==> src/rtl/imem_loader.sv <==
// Boot-time instruction memory loader: turns a length-prefixed, XOR-checksummed byte stream
// into big-endian 32-bit words written at word addresses 0..N-1, holding the CPU meanwhile.
module imem_loader #(
    parameter int DEPTH = 256,
    parameter int CNT_W = 9
) (
    input  logic             i_clk,
    input  logic             i_rst,
    input  logic             i_start,
    input  logic [7:0]       i_rx_data,
    input  logic             i_rx_valid,
    output logic             o_rx_ready,
    output logic             o_mem_we,
    output logic [31:0]      o_mem_addr,
    output logic [31:0]      o_mem_wdata,
    output logic             o_busy,
    output logic             o_cpu_hold,
    output logic             o_done,
    output logic             o_err,
    output logic [CNT_W-1:0] o_words_loaded
);

    // state  | meaning
    // IDLE   | waiting for start; done/err hold the last result
    // LEN_HI | expecting word-count high byte
    // LEN_LO | expecting word-count low byte; rejects N > DEPTH
    // DATA   | collecting the 4 bytes of the current word
    // WRITE  | one-cycle memory write strobe
    // CHK    | expecting the XOR checksum byte
    typedef enum logic [2:0] {
        S_IDLE,
        S_LEN_HI,
        S_LEN_LO,
        S_DATA,
        S_WRITE,
        S_CHK
    } state_t;

    state_t           r_state;
    state_t           w_next;
    logic [15:0]      r_len;
    logic [23:0]      r_word;
    logic [1:0]       r_byte_cnt;
    logic [CNT_W-1:0] r_index;
    logic [7:0]       r_chk;
    logic             r_done;
    logic             r_err;
    logic [CNT_W-1:0] r_words;
    logic [CNT_W-1:0] r_mem_addr;
    logic [31:0]      r_mem_wdata;

    logic             w_accept;
    logic [15:0]      w_len_full;
    logic             w_len_bad;
    logic             w_last;

    assign w_accept   = i_rx_valid && o_rx_ready;
    assign w_len_full = {r_len[15:8], i_rx_data};
    assign w_len_bad  = (w_len_full > 16'(DEPTH));
    assign w_last     = (16'(r_index) == (r_len - 16'd1));

    always_comb begin
        w_next     = r_state;
        o_rx_ready = 1'b0;
        o_mem_we   = 1'b0;
        case (r_state)
            S_IDLE: begin
                if (i_start) w_next = S_LEN_HI;
            end
            S_LEN_HI: begin
                o_rx_ready = 1'b1;
                if (w_accept) w_next = S_LEN_LO;
            end
            S_LEN_LO: begin
                o_rx_ready = 1'b1;
                if (w_accept) begin
                    if (w_len_bad)                w_next = S_IDLE;
                    else if (w_len_full == 16'd0) w_next = S_CHK;
                    else                          w_next = S_DATA;
                end
            end
            S_DATA: begin
                o_rx_ready = 1'b1;
                if (w_accept && (r_byte_cnt == 2'd3)) w_next = S_WRITE;
            end
            S_WRITE: begin
                o_mem_we = 1'b1;
                w_next   = w_last ? S_CHK : S_DATA;
            end
            S_CHK: begin
                o_rx_ready = 1'b1;
                if (w_accept) w_next = S_IDLE;
            end
            default: w_next = S_IDLE;
        endcase
    end

    always_ff @(posedge i_clk) begin
        if (i_rst) begin
            r_state     <= S_IDLE;
            r_len       <= '0;
            r_word      <= '0;
            r_byte_cnt  <= '0;
            r_index     <= '0;
            r_chk       <= '0;
            r_done      <= 1'b0;
            r_err       <= 1'b0;
            r_words     <= '0;
            r_mem_addr  <= '0;
            r_mem_wdata <= '0;
        end else begin
            r_state <= w_next;
            case (r_state)
                S_IDLE: begin
                    if (i_start) begin
                        r_done     <= 1'b0;
                        r_err      <= 1'b0;
                        r_words    <= '0;
                        r_chk      <= '0;
                        r_index    <= '0;
                        r_byte_cnt <= '0;
                    end
                end
                S_LEN_HI: begin
                    if (w_accept) r_len[15:8] <= i_rx_data;
                end
                S_LEN_LO: begin
                    if (w_accept) begin
                        r_len[7:0] <= i_rx_data;
                        if (w_len_bad) r_err <= 1'b1;
                    end
                end
                S_DATA: begin
                    if (w_accept) begin
                        r_word     <= {r_word[15:0], i_rx_data};
                        r_chk      <= r_chk ^ i_rx_data;
                        r_byte_cnt <= r_byte_cnt + 2'd1;
                        // Address/data are latched here so they are valid during the WRITE strobe
                        // and keep the last written values afterwards.
                        if (r_byte_cnt == 2'd3) begin
                            r_mem_addr  <= r_index;
                            r_mem_wdata <= {r_word, i_rx_data};
                        end
                    end
                end
                S_WRITE: begin
                    r_words <= r_words + 1'b1;
                    if (!w_last) r_index <= r_index + 1'b1;
                end
                S_CHK: begin
                    if (w_accept) begin
                        if (i_rx_data == r_chk) r_done <= 1'b1;
                        else                    r_err  <= 1'b1;
                    end
                end
                default: ;
            endcase
        end
    end

    assign o_mem_addr     = {{(32-CNT_W){1'b0}}, r_mem_addr};
    assign o_mem_wdata    = r_mem_wdata;
    assign o_busy         = (r_state != S_IDLE);
    assign o_cpu_hold     = (r_state != S_IDLE);
    assign o_done         = r_done;
    assign o_err          = r_err;
    assign o_words_loaded = r_words;

endmodule
==> config.mk <==
export PLATFORM = sky130hd
export DESIGN_NAME = imem_loader
export DESIGN_NICKNAME = d
export VERILOG_FILES = /design/src/rtl/imem_loader.sv
export SDC_FILE = /design/constraint.sdc
export NUM_CORES = 1
export LEC_CHECK = 0
export ABC_AREA = 1
export ABC_CLOCK_PERIOD_IN_PS = 2050
export CAP_MARGIN = 20
export CORE_UTILIZATION = 53
export DETAILED_ROUTE_END_ITERATION = 8
export PLACE_DENSITY_LB_ADDON = 0.05
export SLEW_MARGIN = 20
export SYNTH_ARGS = -nofsm -noshare
export SYNTH_HDL_FRONTEND = slang
export SYNTH_SLANG_ARGS = --single-unit
==> constraint.sdc <==
create_clock -name i_clk -period 2.05 [get_ports i_clk]
set_input_delay 0.41 -clock i_clk [delete_from_list [all_inputs] [get_ports i_clk]]
set_output_delay 0.41 -clock i_clk [all_outputs]
set_load 0.02 [all_outputs]
==> metrics.csv <==
metric,value,unit
worst path arrival time,1.56,ns
CTS Buf Count,17,
period utilization,96.1,%
# setup viols final,0,
reg2reg path depth,10,
post-DR vias/cell,5.42,
Synth Area in Simple Gates,25.6,%
Min-Delay Path Depth,2,
Synth top area share,42.5,%
Hold Crit Class,reg -> reg,
Clock power frac,36.6,%
antenna violations before repair,0,
DRT Wirelength,14800,µm
sequential share of the synthesized area,42.5,%
most common cell in the netlist,nand2_1,
worst path required time,1.64,ns
clock tree from TritonCTS,done,
Adder-Cell Fraction of Synth Area,0.932,%
Reg2Reg Launch Point,r_state[1]$_SDFFE_PP0P_,
Synth async-reset ratio,0,%
Initial DRT Pass Iterations,5,
Root Driver,clkbuf_8,
gr ovfl total,0,
P_sw,2.94,mW
CP endpoint kind,output pin,
"Max FO, Critical Path",6,
Commonest cells post-synth,"nand2_1 (137), dfxtp_1 (114), nor2_1 (112)",
num rows,36,
DP Area,6300,µm²
Setup Crit Path Kind,reg -> out,
Starting DRT DRC Count,308,
vias in the first global route,4834,
Worst-Skew Late Latency,0.52,ns
worst hold slack,0.459,ns
final hold viol count,0,
share of power burned in registers,32.3,%
clk slew on worst S/H paths,0.06,ns
top post-synthesis cells by area,"dfxtp_1 (43%), nand2_1 (9.6%), nor2_1 (7.8%)",
nets@finish,861,
wire length per cell,15.0,µm
power per cell area,1150,nW/µm²
die area,10500,µm²
hold path start,r_word[18]$_SDFFE_PP0P_,
Initial Util,54.9,%
mapped cell area,5370,µm²
Post-synth EDFFs,0,
hold path endpoint,r_word[18]$_SDFFE_PP0P_,
Synth Register Bits,114,
fin area,6940,µm²
Lkg Pwr,2.83,nW
R2R setup slack,0.12,ns
Max Slew Vio Count,0,
largest area contributor in the netlist,dfxtp_1,
outcome,"finished, final reports clean",
Mapped Cells,755,
dominant synthesized flop cell,dfxtp_1,
maximum VDD drop,0.694,mV
area grow syn2layout,29.2,%
Detail Route Antenna Nets,0,
Yosys cell types,35,
post-route setup TNS,0,ns
mux share of post-synthesis cell area,0,%
DR DRC count,0,
Net Sw Frac,36.9,%
Ant. Diodes,0,
IO Count,91,
"Min Clock Period, post-route",1.97,ns
largest net degree at the start of global routing,42,
clock sinks,114,
post-synthesis xor/xnor area fraction,3.59,%
compound-gate portion of the synthesized area,16.6,%
Avg Inst Size Synth,7.11,µm²
Combinational Power Share,31.1,%
P_int,5.03,mW
Post-CTS Setup Bufs,0,
max cap viols,0,
die span in y,103,µm
first-pass GRT wire length,23800,µm
Port Buffers,67,
Die Wd,103,µm
H-tree depth,4,
CTS Buffer Depth,2,
layout cells sized above 1,12.6,%
cts hold-fix bufs,0,
Post-DP HPWL,10300,µm
Worst R2R End,r_state[1]$_SDFFE_PP0P_,
Total Routing Usage GR,29.4,%
via count,5367,
placed cell count,957,
core box area,9770,µm²
Worst setup SP type,register,
final clock skew,0.0204,ns
gpl congestion,0.975,
Peak Freq,508,MHz
yosys warns,0,
combinational family with the most area after synthesis,simple AND/OR/NAND/NOR gates,
Finished Layout Cells,991,
-- per-layer routing --
metal,global-route usage (%),part of all wire [%],vias up
li1,-,-,2604
met2,44.6,45,231
met5,0,0,-
met1,40.7,45,2507
met4,8.57,1.6,0
met3,8.14,8.9,25
-- registers in the layout, summed over array words and instances, names as in the netlist --
register,flops
r_chk,8
o_done,1
r_word,24
o_words_loaded,9
o_mem_wdata,32
r_len,16
r_state,3
r_index,9
r_mem_addr,9
r_byte_cnt,2
o_err,1
-- power groups by stage --
stage          sequential (mW)  combinational (mW)  clock (mW)
5_1_grt                   2.59                2.78        3.05
3_3_place_gp              2.60                2.33           0
6_report                  2.57                2.48        2.92
3_5_place_dp              2.60                2.37           0
2_1_floorplan             2.56                1.76           0
4_1_cts                   2.55                2.36        2.94
-- logic make-up after synthesis --
logic type                 count (synthesis)
adders and majority gates                  4
DFF                                      114
buffers and inverters                    124
other                                      1
xor gates and xnor gates                  22
AOI/OAI and AO/OA                        170
and+or+nand+nor                          320
-- placed cells by master (no fill, tap or decap), types with 4 or more instances in the layout --
| cell | n |
|---|---|
| buf_4 | 30 |
| a31oi_1 | 6 |
| nor3_1 | 6 |
| o21ai_0 | 77 |
| dfxtp_1 | 111 |
| nand4_1 | 4 |
| buf_12 | 5 |
| nand2_2 | 5 |
| clkdlybuf4s50_1 | 63 |
| nor2_2 | 14 |
| conb_1 | 23 |
| nor2_4 | 4 |
| inv_1 | 63 |
| nand3_1 | 35 |
| inv_2 | 6 |
| xnor2_1 | 12 |
| xor2_1 | 10 |
| nand2_1 | 136 |
| clkbuf_16 | 16 |
| inv_6 | 6 |
| a21oi_1 | 74 |
| a211oi_1 | 8 |
| nor2_1 | 104 |
-- worst max-delay path, cell delays in order (launching register included) --
cell and delay [ns]:
dfxtp_1 0.44, inv_2 0.04, nand2_1 0.16, nand2_1 0.14, clkdlybuf4s15_2 0.28
-- through the flow --
stage / worst slack [ns] / total power, mW / util [%]
2_1_floorplan: 0.272 / 4.33 / -
4_1_cts: 0.00305 / 7.86 / 70.4
5_1_grt: -0.0192 / 8.43 / 71.0
3_3_place_gp: -0.0678 / 4.92 / 64.4
6_report: 0.0802 / 7.97 / 71.0
3_5_place_dp: -0.0822 / 4.96 / 64.4
-- repair_timing --
item	in CTS	in global routing
pin swaps	0	5
gates cloned	0	2
setup endpoints to repair	4	13
gates resized for setup	7	22
-- worst max path at each step --
stage	cells past startpoint	slack [ns]	start	endpoint
after floorplan	15	0.27	r_len[0]$_SDFFE_PP0P_	r_index[1]$_SDFFE_PP0P_
after CTS	5	0.003	r_state[1]$_SDFFE_PP0P_	o_cpu_hold
final	4	0.08	r_state[2]$_SDFFE_PP0P_	o_rx_ready
after detailed placement	10	-0.08	i_rx_data[4]	r_state[2]$_SDFFE_PP0P_
after global placement	10	-0.07	i_rx_data[4]	r_state[2]$_SDFFE_PP0P_
after global routing	12	-0.02	r_len[5]$_SDFFE_PP0P_	r_index[4]$_SDFFE_PP0P_
-- cell type report --
type / instances / area, µm²
Multi-Input combinational cell: 541 / 2660
Clock buffer: 18 / 418
Tap cell: 133 / 166
Sequential cell: 114 / 2290
Timing Repair Buffer: 102 / 986
Clock inverter: 14 / 168
Fill cell: 816 / 2840
Inverter: 69 / 259
No activity file was read; power rests on OpenSTA's default activity.
